$ cat src/rtl/pipe_ctrl.sv
// pipe_ctrl: pipeline control unit feeding the PC register and IF/ID registers.
// Arbitrates jump requests (interrupt over execute), merges stall requests into
// one encoded hold level, enforces a post-jump flush window and counts stalled
// cycles. The optional bus-stall watchdog is built when PIPE_CTRL_BUS_WDT_EN is
// defined; otherwise bus_timeout_o is tied low and timeout_clr_i is ignored.
module pipe_ctrl #(
    parameter int unsigned FLUSH_CYCLES = 1,
    parameter int unsigned BUS_TIMEOUT  = 1024
) (
    input  logic        clk,
    input  logic        rst,
    input  logic        jump_req_ex_i,
    input  logic [31:0] jump_addr_ex_i,
    input  logic        int_assert_i,
    input  logic [31:0] int_addr_i,
    input  logic        hold_req_ex_i,
    input  logic        hold_req_clint_i,
    input  logic        hold_req_bus_i,
    input  logic        timeout_clr_i,
    output logic        jump_flag_o,
    output logic [31:0] jump_addr_o,
    output logic [2:0]  hold_flag_o,
    output logic [31:0] stall_cycles_o,
    output logic        bus_timeout_o
);

    localparam logic [2:0] HOLD_NONE = 3'd0;
    localparam logic [2:0] HOLD_PC   = 3'd1;
    localparam logic [2:0] HOLD_ID   = 3'd3;

    localparam bit         FLUSH_EN   = (FLUSH_CYCLES != 0);
    localparam logic [3:0] FLUSH_LOAD = 4'((FLUSH_CYCLES > 0) ? (FLUSH_CYCLES - 1) : 0);

    typedef enum logic {
        IDLE  = 1'b0,
        FLUSH = 1'b1
    } state_t;

    state_t      state;
    logic [3:0]  flush_cnt;
    logic [31:0] stall_cnt;
    logic        jump_any;

    assign jump_any       = int_assert_i | jump_req_ex_i;
    assign stall_cycles_o = stall_cnt;

    // Jump arbitration and hold-level merge; everything forced to zero while in reset
    always_comb begin
        jump_flag_o = 1'b0;
        jump_addr_o = 32'd0;
        hold_flag_o = HOLD_NONE;
        if (!rst) begin
            jump_flag_o = jump_any;
            if (int_assert_i) begin
                jump_addr_o = int_addr_i;
            end else if (jump_req_ex_i) begin
                jump_addr_o = jump_addr_ex_i;
            end
            if (jump_any || hold_req_ex_i || hold_req_clint_i || (state == FLUSH)) begin
                hold_flag_o = HOLD_ID;
            end else if (hold_req_bus_i) begin
                hold_flag_o = HOLD_PC;
            end
        end
    end

    // Flush-window FSM: a jump (re)arms FLUSH_CYCLES extra cycles of Hold_Id
    always_ff @(posedge clk or posedge rst) begin
        if (rst) begin
            state     <= IDLE;
            flush_cnt <= 4'd0;
        end else begin
            case (state)
                IDLE: begin
                    if (jump_any && FLUSH_EN) begin
                        state     <= FLUSH;
                        flush_cnt <= FLUSH_LOAD;
                    end
                end
                FLUSH: begin
                    if (jump_any) begin
                        flush_cnt <= FLUSH_LOAD;
                    end else if (flush_cnt == 4'd0) begin
                        state <= IDLE;
                    end else begin
                        flush_cnt <= flush_cnt - 4'd1;
                    end
                end
                default: begin
                    state     <= IDLE;
                    flush_cnt <= 4'd0;
                end
            endcase
        end
    end

    // Count every cycle that presents a non-zero hold level; wraps naturally
    always_ff @(posedge clk or posedge rst) begin
        if (rst) begin
            stall_cnt <= 32'd0;
        end else if (hold_flag_o != HOLD_NONE) begin
            stall_cnt <= stall_cnt + 32'd1;
        end
    end

`ifdef PIPE_CTRL_BUS_WDT_EN
    localparam logic [15:0] BUS_LIMIT = 16'(BUS_TIMEOUT);
    localparam logic [15:0] BUS_LAST  = 16'(BUS_TIMEOUT - 1);

    logic [15:0] bus_cnt;

    // Bus-stall watchdog: saturating run-length counter with a sticky flag, set beats clear
    always_ff @(posedge clk or posedge rst) begin
        if (rst) begin
            bus_cnt       <= 16'd0;
            bus_timeout_o <= 1'b0;
        end else begin
            if (!hold_req_bus_i) begin
                bus_cnt <= 16'd0;
            end else if (bus_cnt != BUS_LIMIT) begin
                bus_cnt <= bus_cnt + 16'd1;
            end
            if (hold_req_bus_i && (bus_cnt == BUS_LAST)) begin
                bus_timeout_o <= 1'b1;
            end else if (timeout_clr_i) begin
                bus_timeout_o <= 1'b0;
            end
        end
    end
`else
    logic unused_timeout_clr;

    assign unused_timeout_clr = timeout_clr_i;
    assign bus_timeout_o      = 1'b0;
`endif

endmodule

$ cat config.mk
export PLATFORM = sky130hd
export DESIGN_NAME = pipe_ctrl
export DESIGN_NICKNAME = d
export VERILOG_FILES = /design/src/rtl/pipe_ctrl.sv
export SDC_FILE = /design/constraint.sdc
export NUM_CORES = 1
export LEC_CHECK = 0
export BUFFER_PORTS_ARGS = -buffer_cell sky130_fd_sc_hd__buf_2
export CORE_MARGIN = 3
export CORE_UTILIZATION = 38
export DETAILED_ROUTE_END_ITERATION = 8
export PLACE_DENSITY = 0.77
export RECOVER_POWER = 100
export SLEW_MARGIN = 10
export SYNTH_ARGS = -nofsm -noshare
export SYNTH_HDL_FRONTEND = slang
export SYNTH_SLANG_ARGS = --single-unit
$ cat constraint.sdc
create_clock -name clk -period 1.8 [get_ports clk]
set_clock_uncertainty 0.2 [all_clocks]
set_input_delay 0.36 -clock clk [delete_from_list [all_inputs] [get_ports clk]]
set_output_delay 0.36 -clock clk [all_outputs]
set_load 0.01 [all_outputs]
==> flow_metrics.py, run 1 <==
metrics = {
    "synthesis": {
        "yosysSeqAreaShare": 0.435,
        "synth.avg_cell_area_sq_um": 9.10,
        "syn-cell-area_sq_mm": 0.00213,
        "synth-warning-count": 0,
        "yosysTopAreaCell": "sky130_fd_sc_hd__dfrtp_1",
        "yosys.cell_types.count": 33,
        "netlist.area_leader.share": 0.435,
        "synth_seq_cells": 37,
        "netlist_top_cells_area": "sky130_fd_sc_hd__dfrtp_1 43%, sky130_fd_sc_hd__a22oi_1 11%, sky130_fd_sc_hd__nor2_1 9.0%, sky130_fd_sc_hd__xnor2_1 8.6%, sky130_fd_sc_hd__xor2_1 4.9%",
        "syn_inst": 234,
    },
    "floorplan": {
        "core_sq_mm": 0.00527,
        "die_h_microns": 80.9,
        "row_count": 26,
        "overall_die_area_sq_mm": 0.00654,
        "floorplan.io_pins": 141,
        "die_width_microns": 80.9,
        "floorplan.initialDensity": 0.404,
    },
    "cells_and_area": {
        "drive_gt1_frac": 0.519,
        "nNetsFinal": 492,
        "syn2layout_area_growth_pct": 69.4,
        "post_layout_nonfiller_instances": 489,
        "area_of_all_placed_cells_without_fillers_sq_mm": 0.00361,
        "final_core_utilization": 0.684,
    },
    "timing": {
        "number_of_hold_violations_in_the_final_report": 0,
        "timing.final.max_slew_violations": 0,
        "setup_slack_ps": -227,
        "fin_setup_tns_ps": -6470,
        "max_clock_freq_mhz": 493,
        "finalWorstPathRequiredPeriod_ps": 2030,
        "post-route-period-util": 1.13,
        "worst_slew_pin_slew_ps": 608,
        "timing.final.setup_violations": 55,
        "timing.max_slew.rel_slack": 0.595,
        "unrepaired_setup_endpoints_after_global_routing": "true",
    },
    "detailed_routing": {
        "route.detailed.drc": 0,
        "vias": 2465,
        "drt.antenna.violating_nets": 0,
        "detailed_route_wire_length_per_cell_microns": 15.1,
        "routed_wirelength_microns": 7380,
        "vias_per_cell": 5.04,
        "drt_first_iter_violations": 63,
        "drtPass1Iterations": 4,
    },
    "critical_path": {
        "critical_path_type": "flop to output port",
        "worst_setup_path_end_kind": "output port",
        "timing.critical_path.slowest_cell_delay_ps": 450,
        "crit_path_start_kind": "flop",
        "path_max_fanout": 4,
        "timing.critical_path.cells": "or4_4 > nor2_4 > nor2_2 > buf_2",
        "crit_required_ps": 1240,
        "worst_ep_arrival_time_ps": 1470,
        "reg2reg_setup_slack_ps": -180,
        "slowest_stage": "sky130_fd_sc_hd__or4_4",
    },
    "clock_network": {
        "cts_tree": "built",
        "clock_latency_ps": 290,
        "clock-sinks": 37,
        "maximum_level_of_the_cts_h_tree": 2,
        "cts.reportedPaths.clkPinSlew_ps": 70,
        "tritoncts.num_buffers": 5,
        "cts_buffer_depth": 2,
        "cts.hold.buffers_added": 0,
        "clk_root_buffer_cell": "sky130_fd_sc_hd__clkbuf_8",
    },
    "run_status": {
        "status": "complete, but fails checks",
        "violated_checks": "setup timing",
    },
    "placed_design": {
        "place.detailed.instances": 468,
        "replace_congestion": 0.774,
        "place_area_sq_mm": 0.00318,
        "port-buffer-count": 137,
        "place.detailed.hpwl_microns": 5500,
    },
    "global_routing": {
        "grt_start_max_net_pins": 33,
        "grt_antenna_before_repair": 1,
        "gr-total-overflow": 0,
        "first_global_vias": 2482,
        "grt_first_pass_wirelength_microns": 11300,
        "grt.total_usage": 0.222,
    },
    "power": {
        "powerDensity_mw_per_mm2": 686,
        "worst_ir_drop_vdd_mv": 0.395,
        "design_power_total_w": 0.00247,
        "power.leakage_nw": 1.80,
    },
    "job": {
        "max_cap_viol_count": 0,
    },
    "worst_hold_path": {
        "hold_class": "primary input to flop",
    },
}
final timing paths:
path / start / end / depth (start not counted)
worst max-delay path: state$_DFF_PP0_ / hold_flag_o[0] / 4
worst max register to register: state$_DFF_PP0_ / stall_cycles_o[12]$_DFFE_PP0P_ / 6
max in group asynchronous: rst / stall_cycles_o[8]$_DFFE_PP0P_ / 5
worst min-delay path: jump_req_ex_i / state$_DFF_PP0_ / 3
min in group asynchronous: rst / state$_DFF_PP0_ / 4
worst min register to register: stall_cycles_o[31]$_DFFE_PP0P_ / stall_cycles_o[31]$_DFFE_PP0P_ / 1
flip-flops by register name (all words and copies together), names as in the netlist:
register and cells:
state 1, flush_cnt 4, stall_cycles_o 32
routing by layer:
layer | track usage | vias up | share of wire
li1 | - | 1186 | -
met1 | 0.233 | 1179 | 0.36
met2 | 0.432 | 90 | 0.56
met3 | 0.0432 | 10 | 0.059
met4 | 0.0845 | 0 | 0.022
met5 | 0 | - | 0
kinds of logic after synthesis:
kind of cell	after synthesis	synth area share
AO/OA/AOI/OAI	37	0.130
XOR/XNOR	33	0.136
adder cells (fa/ha/maj)	2	0.0117
buffers and inverters	21	0.0452
flip-flops	37	0.435
multiplexers	1	0.00529
other	1	0.00176
AND/OR/NAND/NOR	102	0.235
cells in the mapped netlist:
| master | count |
|---|---|
| sky130_fd_sc_hd__nor3_2 | 1 |
| sky130_fd_sc_hd__nand3_2 | 1 |
| sky130_fd_sc_hd__o211ai_1 | 1 |
| sky130_fd_sc_hd__mux2_2 | 1 |
| sky130_fd_sc_hd__or4b_2 | 1 |
| sky130_fd_sc_hd__and3_1 | 6 |
| sky130_fd_sc_hd__o211ai_2 | 1 |
| sky130_fd_sc_hd__buf_2 | 2 |
| sky130_fd_sc_hd__or4_1 | 1 |
| sky130_fd_sc_hd__nand2_1 | 12 |
| sky130_fd_sc_hd__clkbuf_1 | 10 |
| sky130_fd_sc_hd__buf_4 | 2 |
| sky130_fd_sc_hd__nor4_1 | 2 |
| sky130_fd_sc_hd__and4_1 | 1 |
| sky130_fd_sc_hd__xor2_1 | 12 |
| sky130_fd_sc_hd__dfrtp_1 | 37 |
| sky130_fd_sc_hd__nand3_1 | 7 |
| sky130_fd_sc_hd__o31ai_1 | 1 |
| sky130_fd_sc_hd__buf_6 | 1 |
| sky130_fd_sc_hd__ha_1 | 2 |
| sky130_fd_sc_hd__or4b_4 | 1 |
| sky130_fd_sc_hd__xnor2_1 | 21 |
| sky130_fd_sc_hd__and4b_1 | 1 |
| sky130_fd_sc_hd__a21oi_1 | 2 |
| sky130_fd_sc_hd__nor2b_1 | 2 |
| sky130_fd_sc_hd__or4_4 | 1 |
| sky130_fd_sc_hd__or2_2 | 3 |
| sky130_fd_sc_hd__conb_1 | 1 |
| sky130_fd_sc_hd__nor3_1 | 2 |
| sky130_fd_sc_hd__nand4_1 | 9 |
| sky130_fd_sc_hd__inv_1 | 6 |
| sky130_fd_sc_hd__nor2_1 | 51 |
| sky130_fd_sc_hd__a22oi_1 | 32 |
cell type report:
class	count	area, sq um
Multi-Input combinational cell	177	1350
Antenna cell	1	2.50
Tap cell	70	87.6
Sequential cell	37	926
Fill cell	427	1660
Clock inverter	2	35.0
Clock buffer	5	68.8
Inverter	6	22.5
Timing Repair Buffer	191	1110
timing repair:
item	4_1_cts	5_1_grt
endpoints found under the setup margin	65	60
buffers inserted	9	4
pin swaps	15	35
cloned	3	1
resized for setup	32	33
metrics by stage:
| stage | hold slack [ps] | worst slack, ps |
|---|---|---|
| 2_1_floorplan | 264 | -152 |
| 3_3_place_gp | 254 | -216 |
| 3_5_place_dp | 263 | -283 |
| 4_1_cts | 86.2 | -211 |
| 5_1_grt | 107 | -301 |
| 6_report | 97.6 | -227 |
layout by cell type, fill, tap and decap left out, types with 3 or more instances in the layout:
cell,n
sky130_fd_sc_hd__buf_6,5
sky130_fd_sc_hd__clkbuf_8,5
sky130_fd_sc_hd__buf_4,33
sky130_fd_sc_hd__inv_1,6
sky130_fd_sc_hd__a22oi_1,5
sky130_fd_sc_hd__xor2_1,12
sky130_fd_sc_hd__nor2_1,44
sky130_fd_sc_hd__nor2_4,5
sky130_fd_sc_hd__buf_2,113
sky130_fd_sc_hd__nand3_1,7
sky130_fd_sc_hd__a22oi_2,27
sky130_fd_sc_hd__nand2_1,12
sky130_fd_sc_hd__and3_1,6
sky130_fd_sc_hd__clkbuf_1,32
sky130_fd_sc_hd__buf_8,3
sky130_fd_sc_hd__xnor2_1,20
sky130_fd_sc_hd__nand4_1,9
sky130_fd_sc_hd__dfrtp_1,37
critical path: cells and delay by family (launching register included):
kind	cells	cell delay, ps
buf+inv	1	140
simple gates	3	650
flops	1	380
where the power goes:
group          leakage, nW  internal [W]  switching, W
Clock               0.0540      0.000402      0.000285
Sequential           0.496      0.000910     0.0000676
Combinational         1.25      0.000399      0.000411
Total                 1.80       0.00171      0.000763
No activity file was read; power rests on OpenSTA's default activity.
==> inputs of run 2 (changes only) <==
--- a/config.mk
+++ b/config.mk
@@ -6,6 +6,7 @@
 export NUM_CORES = 1
 export LEC_CHECK = 0
 export BUFFER_PORTS_ARGS = -buffer_cell sky130_fd_sc_hd__buf_2
+export CORE_ASPECT_RATIO = 1.4
 export CORE_MARGIN = 3
 export CORE_UTILIZATION = 38
 export DETAILED_ROUTE_END_ITERATION = 8
==> flow_metrics.py, run 2 (same netlist as run 1, synthesis figures left out) <==
metrics = {
    "clock_network": {
        "cts.reportedPaths.clkPinSlew_ps": 70,
        "cts_tree": "built",
        "clk_root_buffer_cell": "sky130_fd_sc_hd__clkbuf_8",
        "cts_buffer_depth": 2,
        "maximum_level_of_the_cts_h_tree": 2,
        "clock_latency_ps": 290,
        "tritoncts.num_buffers": 5,
        "clock-sinks": 37,
    },
    "floorplan": {
        "row_count": 31,
        "floorplan.initialDensity": 0.401,
        "floorplan.io_pins": 141,
        "overall_die_area_sq_mm": 0.00655,
        "die_h_microns": 94.6,
        "core_sq_mm": 0.00531,
        "die_width_microns": 69.3,
    },
    "cells_and_area": {
        "seqCellArea_sq_um": 926,
        "syn2layout_area_growth_pct": 74.4,
        "filler_cell_count": 399,
        "mostFrequentLayoutCell": "sky130_fd_sc_hd__buf_2",
        "drive_gt1_frac": 0.597,
        "multi_input_area_sq_mm": 0.00135,
        "post_layout_nonfiller_instances": 488,
        "largest_reg_flops": 32,
        "nNetsFinal": 496,
        "n_antenna_cell": 0,
        "layout.cells.most_common_list": "134 x sky130_fd_sc_hd__buf_2, 45 x sky130_fd_sc_hd__buf_4, 43 x sky130_fd_sc_hd__nor2_1",
    },
    "run_status": {
        "status": "complete, but fails checks",
        "violated_checks": "setup timing",
    },
    "critical_path": {
        "crit_path_frequent_cell": "sky130_fd_sc_hd__nor2_4",
        "worst_setup_path_end_kind": "output port",
        "crit_start": "state$_DFF_PP0_",
        "path_max_fanout": 2,
        "slowest_stage": "sky130_fd_sc_hd__or4_4",
        "r2r-start": "state$_DFF_PP0_",
        "depth_of_the_worst_register_to_register_path": 6,
        "crit_required_ps": 1240,
        "crit_path_start_kind": "flop",
        "timing.rr.end": "stall_cycles_o[14]$_DFFE_PP0P_",
        "timing.critical_path.slowest_cell_delay_ps": 460,
        "reg2reg_setup_slack_ps": -180,
        "timing.critical_path.cells": "or4_4 > nor2_4 > nor2_4 > buf_6",
        "critical-path-top-delay-family": "simple AND/OR/NAND/NOR gates",
        "critical_path_buf_inv_count": 1,
        "critical_path_type": "flop to output port",
        "worst_ep_arrival_time_ps": 1460,
    },
    "worst_hold_path": {
        "worst_hold_startpoint": "jump_req_ex_i",
        "hold-path-endpoint": "state$_DFF_PP0_",
        "holdPathStages": 3,
        "hold_class": "primary input to flop",
    },
    "placed_design": {
        "place.detailed.instances": 468,
        "replace_congestion": 0.817,
        "dpl_worst_slack_ps": -251,
        "port-buffer-count": 137,
        "place.detailed.hpwl_microns": 5650,
    },
    "detailed_routing": {
        "drt_first_iter_violations": 138,
        "drt.antenna.violating_nets": 0,
        "detailed_route_wire_length_per_cell_microns": 15.6,
        "vias_per_cell": 5.19,
        "drtPass1Iterations": 4,
        "route.detailed.drc": 0,
        "vias": 2534,
        "routed_wirelength_microns": 7600,
    },
    "timing": {
        "unrepaired_setup_endpoints_after_global_routing": "true",
        "finalWorstPathRequiredPeriod_ps": 2020,
        "number_of_hold_violations_in_the_final_report": 0,
        "timing.final.setup_violations": 59,
        "setup_slack_ps": -224,
        "max_clock_freq_mhz": 494,
        "post-route-period-util": 1.12,
        "timing.final.max_slew_violations": 0,
        "timing.max_slew.rel_slack": 0.405,
        "worst_slew_pin_slew_ps": 892,
    },
    "global_routing": {
        "grt.total_usage": 0.226,
        "first_global_vias": 2583,
        "grt_antenna_before_repair": 0,
        "grt_first_pass_wirelength_microns": 11900,
        "gr-total-overflow": 0,
        "grt_start_max_net_pins": 37,
    },
    "job": {
        "max_cap_viol_count": 0,
    },
    "power": {
        "power.leakage_nw": 1.97,
        "powerDensity_mw_per_mm2": 660,
        "worst_ir_drop_vdd_mv": 0.327,
    },
}
-- run 2: cell types whose count changed in the layout (fill, tap and decap cells not counted), sizes merged --
cell | before | now
clkinv | 1 | 0
diode | 1 | 0
buf | 157 | 194
clkbuf | 39 | 7
clkinvlp | 0 | 1
bufinv | 1 | 0
-- run 2: what timing repair did --
action                     4_1_cts  5_1_grt
setup buffers                   11        2
pin swaps                       19       19
resized for setup               35       27
setup endpoints to repair       63       68
hold buffers                     0        0
gates cloned                     3        0
-- run 2: area by class of cell --
type,count,area share
Clock inverter,1,0.00202
Tap cell,66,0.0222
Inverter,6,0.00606
Timing Repair Buffer,195,0.334
Clock buffer,6,0.0222
Sequential cell,37,0.249
Multi-Input combinational cell,177,0.364
-- run 2: report_power, final --
part	internal (W)	leakage (nW)	switching [W]
Combinational	0.000454	1.43	0.000461
Clock	0.000302	0.0433	0.000284
Sequential	0.000910	0.496	0.0000413
-- run 2: metal layers --
metal  GRT usage  wire length (microns)  vias to the layer above
li1            -                      -                     1191
met1       0.253                   2730                     1177
met2       0.416                   4070                      142
met3      0.0437                    567                       24
met4      0.0961                    227                        0
met5           0                      0                        -
-- run 2: how the worst max path moves through the flow --
stage	endpoint	slack [ps]	cells after the start
3_5_place_dp	stall_cycles_o[21]$_DFFE_PP0P_	-250	6
6_report	hold_flag_o[0]	-220	4
5_1_grt	stall_cycles_o[24]$_DFFE_PP0P_	-270	7
4_1_cts	hold_flag_o[0]	-250	4
2_1_floorplan	stall_cycles_o[21]$_DFFE_PP0P_	-150	6
3_3_place_gp	stall_cycles_o[19]$_DFFE_PP0P_	-200	6
-- run 2: tightest hold or removal path: stages --
cell and delay [ps]:
sky130_fd_sc_hd__buf_6 80, sky130_fd_sc_hd__nor2_1 50, sky130_fd_sc_hd__nand2_1 50
-- run 2: stage by stage --
stage               setup TNS (ps)  hold WS [ps]  total power, W  area [sq um]  utilization
floorplan                     -888           264         0.00131          2160            -
global placement             -5570           255         0.00171          3200        0.602
detailed placement           -7400           271         0.00174          3200        0.602
CTS                          -4970          70.5         0.00241          3610        0.680
global route                 -8230          97.5         0.00257          3710        0.699
finish                       -4440          80.3         0.00245          3710        0.699
